### config.mk
export PLATFORM = sky130hd
export DESIGN_NAME = dup_range_n
export DESIGN_NICKNAME = d
export VERILOG_FILES = /design/src/rtl/dup_range_n.sv
export SDC_FILE = /design/constraint.sdc
export NUM_CORES = 1
export LEC_CHECK = 0
export ABC_AREA = 0
export BUFFER_PORTS_ARGS = -buffer_cell sky130_fd_sc_hd__buf_2
export CORE_MARGIN = 3
export CORE_UTILIZATION = 58
export CTS_CLUSTER_DIAMETER = 120
export CTS_CLUSTER_SIZE = 24
export DETAILED_ROUTE_END_ITERATION = 16
export GPL_TIMING_DRIVEN = 0
export HOLD_SLACK_MARGIN = 0.03
export PLACE_DENSITY_LB_ADDON = 0.2
export SYNTH_ARGS = -nofsm -noshare
export SYNTH_HDL_FRONTEND = slang
export SYNTH_SLANG_ARGS = --single-unit
### constraint.sdc
create_clock -name _clock -period 5.2 [get_ports _clock]
set_input_delay 1.3 -clock _clock [delete_from_list [all_inputs] [get_ports _clock]]
set_output_delay 1.3 -clock _clock [all_outputs]
set_load 0.02 [all_outputs]
### src/rtl/dup_range_n.sv
// Range generator: walks base, base+step, ... (excluding limit) and emits each element
// repeat_count times over a ready/valid handshake, flagging the final output with _last.
//
// state  | meaning
// -------+------------------------------------------------------------
// S_DONE | idle or finished; _done=1, _valid=0
// S_EMIT | producing outputs; a new one is loaded whenever the slot is free
module dup_range_n #(
   parameter int WIDTH = 32,
   parameter int RW    = 4
) (
   input  logic                    _clock,
   input  logic                    _reset,
   input  logic                    _start,
   input  logic signed [WIDTH-1:0] base,
   input  logic signed [WIDTH-1:0] limit,
   input  logic signed [WIDTH-1:0] step,
   input  logic        [RW-1:0]    repeat_count,
   input  logic                    _ready,
   output logic                    _valid,
   output logic                    _done,
   output logic signed [WIDTH-1:0] _0,
   output logic                    _last
);

   typedef enum logic {S_DONE, S_EMIT} state_t;

   state_t                  state;
   logic signed [WIDTH-1:0] cur_q;
   logic signed [WIDTH-1:0] lim_q;
   logic signed [WIDTH-1:0] step_q;
   logic        [RW-1:0]    rep_q;
   logic        [RW-1:0]    copy_q;

   logic signed [WIDTH:0]   cur_ext;
   logic signed [WIDTH:0]   step_ext;
   logic signed [WIDTH:0]   lim_ext;
   logic signed [WIDTH:0]   sum;
   logic                    sum_ovf;
   logic                    range_end;
   logic        [RW:0]      copy_inc;
   logic                    final_copy;
   logic                    start_bad;
   logic                    slot_free;

   // One extra bit so cur+step never wraps before the bound test sees it.
   assign cur_ext  = {cur_q[WIDTH-1], cur_q};
   assign step_ext = {step_q[WIDTH-1], step_q};
   assign lim_ext  = {lim_q[WIDTH-1], lim_q};
   assign sum      = cur_ext + step_ext;
   assign sum_ovf  = sum[WIDTH] ^ sum[WIDTH-1];

   assign range_end = sum_ovf
                    || (!step_q[WIDTH-1] && (sum >= lim_ext))
                    || ( step_q[WIDTH-1] && (sum <= lim_ext));

   assign copy_inc   = {1'b0, copy_q} + {{RW{1'b0}}, 1'b1};
   assign final_copy = (copy_inc == {1'b0, rep_q});

   assign start_bad = (step == '0) || (repeat_count == '0)
                    || (!step[WIDTH-1] && (base >= limit))
                    || ( step[WIDTH-1] && (base <= limit));

   assign slot_free = !_valid || _ready;

   always_ff @(posedge _clock or negedge _reset) begin
      if (!_reset) begin
         state  <= S_DONE;
         cur_q  <= '0;
         lim_q  <= '0;
         step_q <= '0;
         rep_q  <= '0;
         copy_q <= '0;
         _valid <= 1'b0;
         _done  <= 1'b1;
         _0     <= '0;
         _last  <= 1'b0;
      end else if (_start) begin
         cur_q  <= base;
         lim_q  <= limit;
         step_q <= step;
         rep_q  <= repeat_count;
         copy_q <= '0;
         _valid <= 1'b0;
         _last  <= 1'b0;
         _done  <= 1'b0;
         state  <= start_bad ? S_DONE : S_EMIT;
      end else begin
         case (state)
            S_DONE: begin
               _done  <= 1'b1;
               _valid <= 1'b0;
               _last  <= 1'b0;
            end
            S_EMIT: begin
               if (slot_free) begin
                  if (_valid && _last) begin
                     _valid <= 1'b0;
                     _last  <= 1'b0;
                     _done  <= 1'b1;
                     state  <= S_DONE;
                  end else begin
                     _0     <= cur_q;
                     _valid <= 1'b1;
                     _last  <= final_copy && range_end;
                     if (final_copy) begin
                        copy_q <= '0;
                        cur_q  <= sum[WIDTH-1:0];
                     end else begin
                        copy_q <= copy_inc[RW-1:0];
                     end
                  end
               end
            end
            default: state <= S_DONE;
         endcase
      end
   end

endmodule

# Word level (Yosys, flattened, before mapping)
# Index checks and enable logic that the tools add are counted.
dict set report word_totals {
  register_bits 140
  word_cells 74
  out_inout_bits 35
  input_bits 104
}
dict set report op_classes {
  n_eq_ne 4
  muxes 26
  n_reduce_logical 24
  bitwise_logic 4
  magnitude_cmp 4
  addsub 2
}
# cell count
set ops {}
lappend ops {{$mux W32} 5}
lappend ops {{$add A32 B32 Y33} 1}
lappend ops {{$ge A33 B32 Y1} 1}
lappend ops {{$le A33 B32 Y1} 1}
lappend ops {{$ge A32 B32 Y1} 1}
lappend ops {{$le A32 B32 Y1} 1}
lappend ops {{$logic_not A32 Y1} 1}
lappend ops {{$mux W4} 5}
lappend ops {{$mux W1} 13}
lappend ops {{$reduce_and A4 Y1} 2}
lappend ops {{$logic_and A1 B1 Y1} 6}
lappend ops {{$logic_or A1 B1 Y1} 6}
lappend ops {{$ne A3 B2 Y1 const B} 2}
lappend ops {{$pmux W1 S2} 3}
lappend ops {{$reduce_bool A2 Y1} 3}
lappend ops {{$add A4 B1 Y5 const B} 1}
lappend ops {{$eq A5 B4 Y1} 1}
lappend ops {{$logic_not A4 Y1} 1}
lappend ops {{$logic_not A1 Y1} 3}
lappend ops {{$not A1 Y1} 3}
lappend ops {{$reduce_and A3 Y1} 1}
lappend ops {{$ne A2 B2 Y1 const B} 1}
lappend ops {{$reduce_and A2 Y1} 1}
lappend ops {{$xor A1 B1 Y1} 1}

# Logic depth before layout (Yosys ltp)
# Gate-level depths: netlist (run 1).
dict set report logic_depth {
  ltp_word 10
  mapped_depth 22
  ltp_nobuf 22
}

# Least setup slack after synthesis (run 1)
# No wires, ideal clock.
dict set report synth_timing {
  path_kind {register -> register}
  start {register cur_q[0]}
  end {register _last}
  t_required_ns 5.066
  path_stages_with_launch 23
  period_less_slack_ns 4.101
  arrival_ns 3.967
  path_buffers 0
  setup_time_ns 0.134
  setup_slack_ns 1.099
  cell_sequence {dfrtp_1 > ha_1 > fa_1 > a211oi_2 > o21ai_1 > a21oi_2 > a311oi_2 > o21ai_2 > o21ai_1 > a21o_1 > a21oi_2 > xnor2_2 > ha_1 > nand4_1 > nor2_1 > and3_1 > nand4_1 > o22ai_1 > a211oi_1 > o31ai_1 > xnor2_1 > nor4_1 > o32ai_1}
}
dict set report synth_between {
  elab_chain_len 10
  word_cells_on_any_way 13
  cone_classes {add/sub: 1; order compare: 2; mux: 4; bitwise: 1; reduce/logical: 5}
}
# item line_no
set synth_lines {}
lappend synth_lines {{start, declared} 29} ;# logic signed [WIDTH-1:0] cur_q;
lappend synth_lines {{start signal, assigned} 79} ;# cur_q <= base;
lappend synth_lines {{start signal, assigned} 108} ;# cur_q <= sum[WIDTH-1:0];
lappend synth_lines {{$add A32 B32 Y33 (*)} 50} ;# assign sum = cur_ext + step_ext;
lappend synth_lines {{$ge A33 B32 Y1} 54} ;# || (!step_q[WIDTH-1] && (sum >= lim_ext))
lappend synth_lines {{$logic_and A1 B1 Y1} 54}
lappend synth_lines {{$logic_or A1 B1 Y1} 54}
lappend synth_lines {{$logic_or A1 B1 Y1 (*)} 55} ;# || ( step_q[WIDTH-1] && (sum <= lim_ext));
lappend synth_lines {{$logic_and A1 B1 Y1 (*)} 105} ;# _last <= final_copy && range_end;
lappend synth_lines {{$mux W1 (*)} 97} ;# if (_valid && _last) begin
lappend synth_lines {{$mux W1 (*)} 96} ;# if (slot_free) begin
lappend synth_lines {{$pmux W1 S2 (*)} 89} ;# case (state)
lappend synth_lines {{$mux W1 (*)} 78} ;# end else if (_start) begin
lappend synth_lines {{end signal, assigned} 105}
lappend synth_lines {{end, declared} 23} ;# output logic _last
# Mark *: on every way between the ends. The rest lies on a longest branch, timed or not. The select of a mux whose other input is x is not followed.
# A chain may end at the register's enable or synchronous reset.

# Worst setup path after layout (run 1)
# Ends and elaborated chain as after synthesis.

==> flow_summary.json, run 1 <==
{
  "status": "finished clean",
  "syn_area_per_cell_sq_um": 9.66,
  "cts-root-buf": "clkbuf_16",
  "power_frac_comb": 0.370,
  "cts_hold_buffers": 0,
  "core_sq_um": 14800,
  "dieArea_sq_um": 16800,
  "path_class": "reg -> reg",
  "gp_congestion": 0.918,
  "routed_via_density": 6.06,
  "area.growth.synth_to_final_pct": 18.0,
  "clockBufferDepth": 2,
  "rrSetupSlack_ns": 0.26,
  "synthFlopType": "dfrtp_1",
  "tightest_slew_ns": 0.959,
  "vias": 7728,
  "nNetsFinal": 1280,
  "reg2reg_depth": 22,
  "timing.rr.end": "_last",
  "worst_setup_path_end_kind": "register",
  "finalCriticalPeriod_ns": 4.94,
  "grt_util_all_layers": 0.304,
  "numCtsBuffers": 17,
  "p_clk_frac": 0.303,
  "synthCells": 919,
  "die_x_um": 130,
  "yosysUniqueCellTypes": 58,
  "drt_iter0_markers": 627,
  "die_h_um": 130,
  "layout-drive-gt1-share": 0.253,
  "antenna_found_initial": 0,
  "critPathArrivalTime_ns": 5.25,
  "fmax_ghz": 0.202,
  "min-delay-path-class": "reg -> reg",
  "power.share.switching": 0.356,
  "grt_overflow_total": 0,
  "syn_nets": 1122,
  "finalCritPeriodShare": 0.950,
  "fin_ws_ns": 0.259,
  "ir_drop_uv": 279,
  "grt_pass1_wl_um": 38900,
  "slew_headroom": 0.355,
  "fill_cells": 1155,
  "clk_latency_ns": 0.44,
  "start_kind": "register",
  "start_util": 0.602,
  "yosysWarningCount": 0,
  "routedWlPerCell_um": 19.7,
  "synth_area_sq_um": 8880,
  "fin_util": 0.710,
  "startpoint": "cur_q[0]",
  "port_buffers": 138,
  "clkSinkCount": 140,
  "final.setup_skew_ns": 0.00892,
  "synth_top_area_frac": 0.392,
  "worstHoldStart": "_done",
  "crit_path_max_fanout": 3,
  "pre_cts_ws_ns": 0.218,
  "ys_ff_latch": 140,
  "leakagePower_uw": 0.00522,
  "antenna_left": 0,
  "worstHoldPathCells": 2,
  "p_seq_frac": 0.328,
  "drv_slew": 0,
  "p_int_uw": 2790,
  "cts_setup_buffers": 0,
  "clk_pin_slew_ns": 0.06,
  "ios": 139,
  "drv_cap": 0,
  "holdWs_ns": 0.466,
  "ctsHtreeMaxLevel": 4,
  "async_flop_share": 1.00,
  "grt_max_degree": 84,
  "first_pass_iters": 5,
  "tritoncts": "yes",
  "totalWireLength_um": 25200,
  "setup_viol": 0,
  "ys_seq_area_frac": 0.395,
  "synth_top_area_cell": "dfrtp_1",
  "reg2reg_from": "cur_q[0]",
  "synth-edff-count": 0,
  "rows": 44,
  "switchingPower_uw": 1540,
  "hold_violations": 0,
  "rsz0062_at_grt": "false",
  "dp_hpwl_um": 18900,
  "grt_pass1_vias": 7503,
  "synthTopCellsByArea": "dfrtp_1 (39%), ha_1 (14%), mux2_2 (8.8%)",
  "drc": 0,
  "worstPathRequired_ns": 5.51,
  "min_to": "_done",
  "power_density_nw_per_um2": 413,
  "tns_ns": 0
}
[cells in the mapped netlist, drive strengths merged, types with 8 or more instances]
cell      n
dfrtp   139
nand2   103
ha       98
o21ai    96
inv      82
mux2     69
a21oi    56
nor2     28
a21o     27
clkbuf   27
xnor2    23
a31o     19
nand3    17
xor2     14
nand4    13
nor4     12
nand2b    9
nor2b     8
o211ai    8
[registers in the layout, indices dropped and copies added (netlist names)]
register	count
_0	32
_done	1
_last	1
_valid	1
copy_q	4
cur_q	32
lim_q	32
rep_q	4
state	1
step_q	32
[kinds of logic after synthesis]
logic type,after synthesis,share of synthesized area
AOI/OAI and AO/OA,250,0.177
muxes,75,0.0943
and+or+nand+nor,207,0.109
xor gates and xnor gates,37,0.0374
adders and majority gates,99,0.140
buffers and inverters,111,0.0469
DFF,140,0.395
[final cells by class]
| cell class | count | area (sq um) | share of cell area |
|---|---|---|---|
| Clock inverter | 9 | 133 | 0.0127 |
| Inverter | 82 | 308 | 0.0294 |
| Clock buffer | 23 | 498 | 0.0475 |
| Buffer | 29 | 109 | 0.0104 |
| Multi-Input combinational cell | 668 | 4960 | 0.474 |
| Antenna cell | 1 | 2.50 | 0.000239 |
| Timing Repair Buffer | 139 | 724 | 0.0692 |
| Tap cell | 184 | 230 | 0.0220 |
| Sequential cell | 140 | 3500 | 0.335 |
[through the flow]
stage | instance area (sq um) | std cells | power, uW
6_report | 10500 | 1275 | 4330
5_1_grt | 10500 | 1274 | 4560
4_1_cts | 10500 | 1274 | 4310
3_5_place_dp | 9830 | 1242 | 3000
3_3_place_gp | 9800 | 1241 | 2960
2_1_floorplan | 8880 | 919 | 2510
[power groups by stage]
stage | clock network [uW] | registers [uW] | logic [uW]
floorplan | 0 | 1570 | 946
global placement | 0 | 1430 | 1530
detailed placement | 0 | 1440 | 1560
CTS | 1310 | 1420 | 1580
global route | 1360 | 1440 | 1760
finish | 1310 | 1420 | 1600
[routing by layer]
metal,vias up,global-route usage,share of wire
met5,-,0,0
met4,0,0.153,0.041
met3,70,0.0553,0.078
met2,344,0.486,0.47
met1,3712,0.400,0.42
li1,3602,-,-
[layout by cell type (no fill, tap or decap), types with 3 or more instances in the layout]
cell       instances
o21ai_0           88
dfrtp_1          139
nor2b_1            8
nor4_2             3
buf_2            137
mux2i_1            6
a31o_2            18
a21oi_1           52
nand3_1           16
a221oi_1           3
bufinv_16          3
ha_1              98
nor3_1             3
xnor2_1           22
o211ai_1           8
clkbuf_16         17
a2111oi_0          3
a21o_1            26
nand2b_1           9
clkbuf_8           5
o21bai_1           6
clkbuf_1          28
xor2_1            14
a21oi_2            4
a211oi_1           6
nand2_1          103
o21a_1             7
inv_1             82
nor2_1            28
a31oi_1            5
mux2_2            69
o21ai_2            4
nor4_1             9
o21ai_1            4
nand4_1           13
and3_1             6
[worst max path at each step]
stage | end | slack [ns] | cells after the start
floorplan | _last | 1.10 | 22
global placement | _last | 0.26 | 22
detailed placement | _last | 0.22 | 22
CTS | _last | 0.19 | 22
global route | _last | 0.03 | 22
finish | _last | 0.26 | 22
[worst max-delay path: stages (launching register included)]
cell      delay [ns]
dfrtp_1         0.40
ha_1            0.25
fa_1            0.45
a211oi_2        0.26
o21ai_2         0.16
a21oi_2         0.22
a311oi_2        0.19
o21ai_2         0.28
o21ai_1         0.15
a21o_1          0.21
a21oi_2         0.17
xnor2_2         0.15
ha_1            0.28
nand4_1         0.15
nor2_1          0.08
and3_1          0.20
nand4_1         0.17
o22ai_1         0.09
a211oi_1        0.24
o31ai_1         0.14
xnor2_1         0.17
nor4_2          0.31
o32ai_1         0.11
[repair_timing]
item	in CTS	in global routing
resized for setup	0	2
endpoints found under the setup margin	0	1
hold endpoints to repair	0	0
No activity file was read; power rests on OpenSTA's default activity.
==> run 2: changes to the inputs <==
--- a/config.mk
+++ b/config.mk
@@ -15,6 +15,8 @@
 export GPL_TIMING_DRIVEN = 0
 export HOLD_SLACK_MARGIN = 0.03
 export PLACE_DENSITY_LB_ADDON = 0.2
+export SLEW_MARGIN = 10
 export SYNTH_ARGS = -nofsm -noshare
 export SYNTH_HDL_FRONTEND = slang
 export SYNTH_SLANG_ARGS = --single-unit
+export TNS_END_PERCENT = 30
==> constraint.sdc (replaced) <==
create_clock -name _clock -period 4.6 [get_ports _clock]
set_input_delay 1.15 -clock _clock [delete_from_list [all_inputs] [get_ports _clock]]
set_output_delay 1.15 -clock _clock [all_outputs]
set_load 0.02 [all_outputs]
==> flow_summary.json, run 2 (synthesis results as in run 1) <==
{
  "clk_pin_slew_ns": 0.06,
  "drc": 0,
  "path_depth": 22,
  "clkSinkCount": 140,
  "tritoncts": "yes",
  "worst_setup_path_end_kind": "register",
  "fin_ws_ns": -0.0745,
  "crit_path_max_fanout": 3,
  "cts_hold_buffers": 0,
  "grt_overflow_total": 0,
  "cts-root-buf": "clkbuf_16",
  "ir_drop_uv": 310,
  "finalCritPeriodShare": 1.02,
  "rows": 44,
  "die_x_um": 130,
  "met1_usage": 0.403,
  "clk_latency_ns": 0.43,
  "reg2reg_depth": 22,
  "ctsHtreeMaxLevel": 4,
  "start_kind": "register",
  "fill_cells": 1099,
  "layout-drive-gt1-share": 0.284,
  "fin_util": 0.732,
  "gr-usage-met2": 0.490,
  "routedWlPerCell_um": 20.0,
  "leakagePower_uw": 0.00532,
  "tns_ns": -0.0745,
  "path_class": "reg -> reg",
  "cpPeakStageDelay_ns": 0.42,
  "grt_util_all_layers": 0.306,
  "worstPathRequired_ns": 4.90,
  "vias": 7827,
  "endpoint": "_last",
  "min-delay-path-class": "reg -> reg",
  "hold_violations": 0,
  "final_cell_mix": "dfrtp_1 (137), buf_2 (137), nand2_1 (103)",
  "startpoint": "cur_q[0]",
  "port_buffers": 138,
  "final.setup_skew_ns": 0.00726,
  "grt_pass1_vias": 7592,
  "power_density_nw_per_um2": 466,
  "grt_pass1_wl_um": 39200,
  "busiest_layer": "met2",
  "rsz0062_at_grt": "true",
  "die_h_um": 130,
  "ios": 139,
  "numCtsBuffers": 17,
  "drv_slew": 0,
  "first_pass_iters": 6,
  "grt_util_met3": 0.0544,
  "critPathArrivalTime_ns": 4.98,
  "finalCriticalPeriod_ns": 4.67,
  "clockBufferDepth": 2,
  "area.growth.synth_to_final_pct": 21.8,
  "tightest_slew_ns": 0.938,
  "dp_hpwl_um": 18900,
  "rrSetupSlack_ns": -0.07,
  "reg2reg_from": "cur_q[0]",
  "core_sq_um": 14800,
  "timing.rr.end": "_last",
  "worstPathCellList": "ha_4, fa_2, a211oi_4, o21ai_4, a21oi_4, a311oi_4, o21ai_2, o21ai_2, a21o_1, a21oi_2, xnor2_2, ha_1, nand4_1, nor2_2, and3_4, nand4_1, o22ai_2, a211oi_2, o31ai_2, xnor2_1, nor4_2, o32ai_1",
  "nNetsFinal": 1298,
  "gp_congestion": 0.918,
  "start_util": 0.602,
  "drv_cap": 0,
  "drt_iter0_markers": 643,
  "fmax_ghz": 0.214,
  "routed_via_density": 6.05,
  "antenna_left": 0,
  "cp_num_buf_inv": 0,
  "dieArea_sq_um": 16800,
  "cp_slowest_cell": "dfrtp_1",
  "totalWireLength_um": 25900,
  "grt_max_degree": 84,
  "crit_family": "compound AO/OA/AOI/OAI gates",
  "violations": "setup timing",
  "antenna_found_initial": 0,
  "status": "finished, violations left",
  "setup_viol": 1,
  "slew_headroom": 0.369
}
## run 2: metal layers
| layer | share of wire | up-vias | routed length, um |
|---|---|---|---|
| li1 | - | 3630 | - |
| met1 | 0.42 | 3769 | 10800 |
| met2 | 0.47 | 352 | 12100 |
| met3 | 0.074 | 76 | 1900 |
| met4 | 0.040 | 0 | 1030 |
| met5 | 0 | - | 0 |
## run 2: metrics by stage
stage               setup WS (ns)  cells  hold slack (ns)  power (uW)  area, sq um
CTS                      0.000963   1280            0.470        4900        10500
finish                    -0.0745   1293            0.467        5030        10800
floorplan                   0.499    919            0.476        2840         8880
detailed placement         -0.382   1242            0.460        3390         9830
global route               -0.238   1292            0.486        5300        10800
global placement           -0.341   1241            0.460        3350         9800
## run 2: power breakdown
part	switching (uW)	total (uW)	internal, uW
registers	143	1610	1470
clock network	552	1480	926
logic	1100	1940	841
## run 2: repair_timing
| action | in CTS | in global routing |
|---|---|---|
| pin swaps | 12 | 26 |
| resized for setup | 6 | 27 |
| setup buffers | 6 | 12 |
| endpoints found under the setup margin | 1 | 1 |
## run 2: worst min-delay path by stage
| stage | startpoint | endpoint | slack (ns) | cells past startpoint |
|---|---|---|---|---|
| after floorplan | copy_q[1] | copy_q[1] | 0.48 | 2 |
| after detailed placement | _done | _done | 0.46 | 2 |
| after global routing | _done | _done | 0.49 | 2 |
| after CTS | _done | _done | 0.47 | 2 |
| final | _done | _done | 0.47 | 2 |
| after global placement | _done | _done | 0.46 | 2 |
## run 2: cell type report
type | count | area, sq um | share of cell area
Multi-Input combinational cell | 668 | 5160 | 0.477
Sequential cell | 140 | 3510 | 0.325
Timing Repair Buffer | 157 | 863 | 0.0799
Clock buffer | 23 | 498 | 0.0461
Inverter | 82 | 308 | 0.0285
Tap cell | 184 | 230 | 0.0213
Clock inverter | 9 | 133 | 0.0123
Buffer | 29 | 109 | 0.0101
Antenna cell | 1 | 2.50 | 0.000232
## run 2: worst reg2reg max path: cells and delay by family (launching register included)
kind                     cells  cell delay (ns)
AO/OA/AOI/OAI               12             2.07
AND/OR/NAND/NOR              5             0.91
adder cells (fa/ha/maj)      3             0.89
flip-flops                   1             0.42
XOR/XNOR                     2             0.28
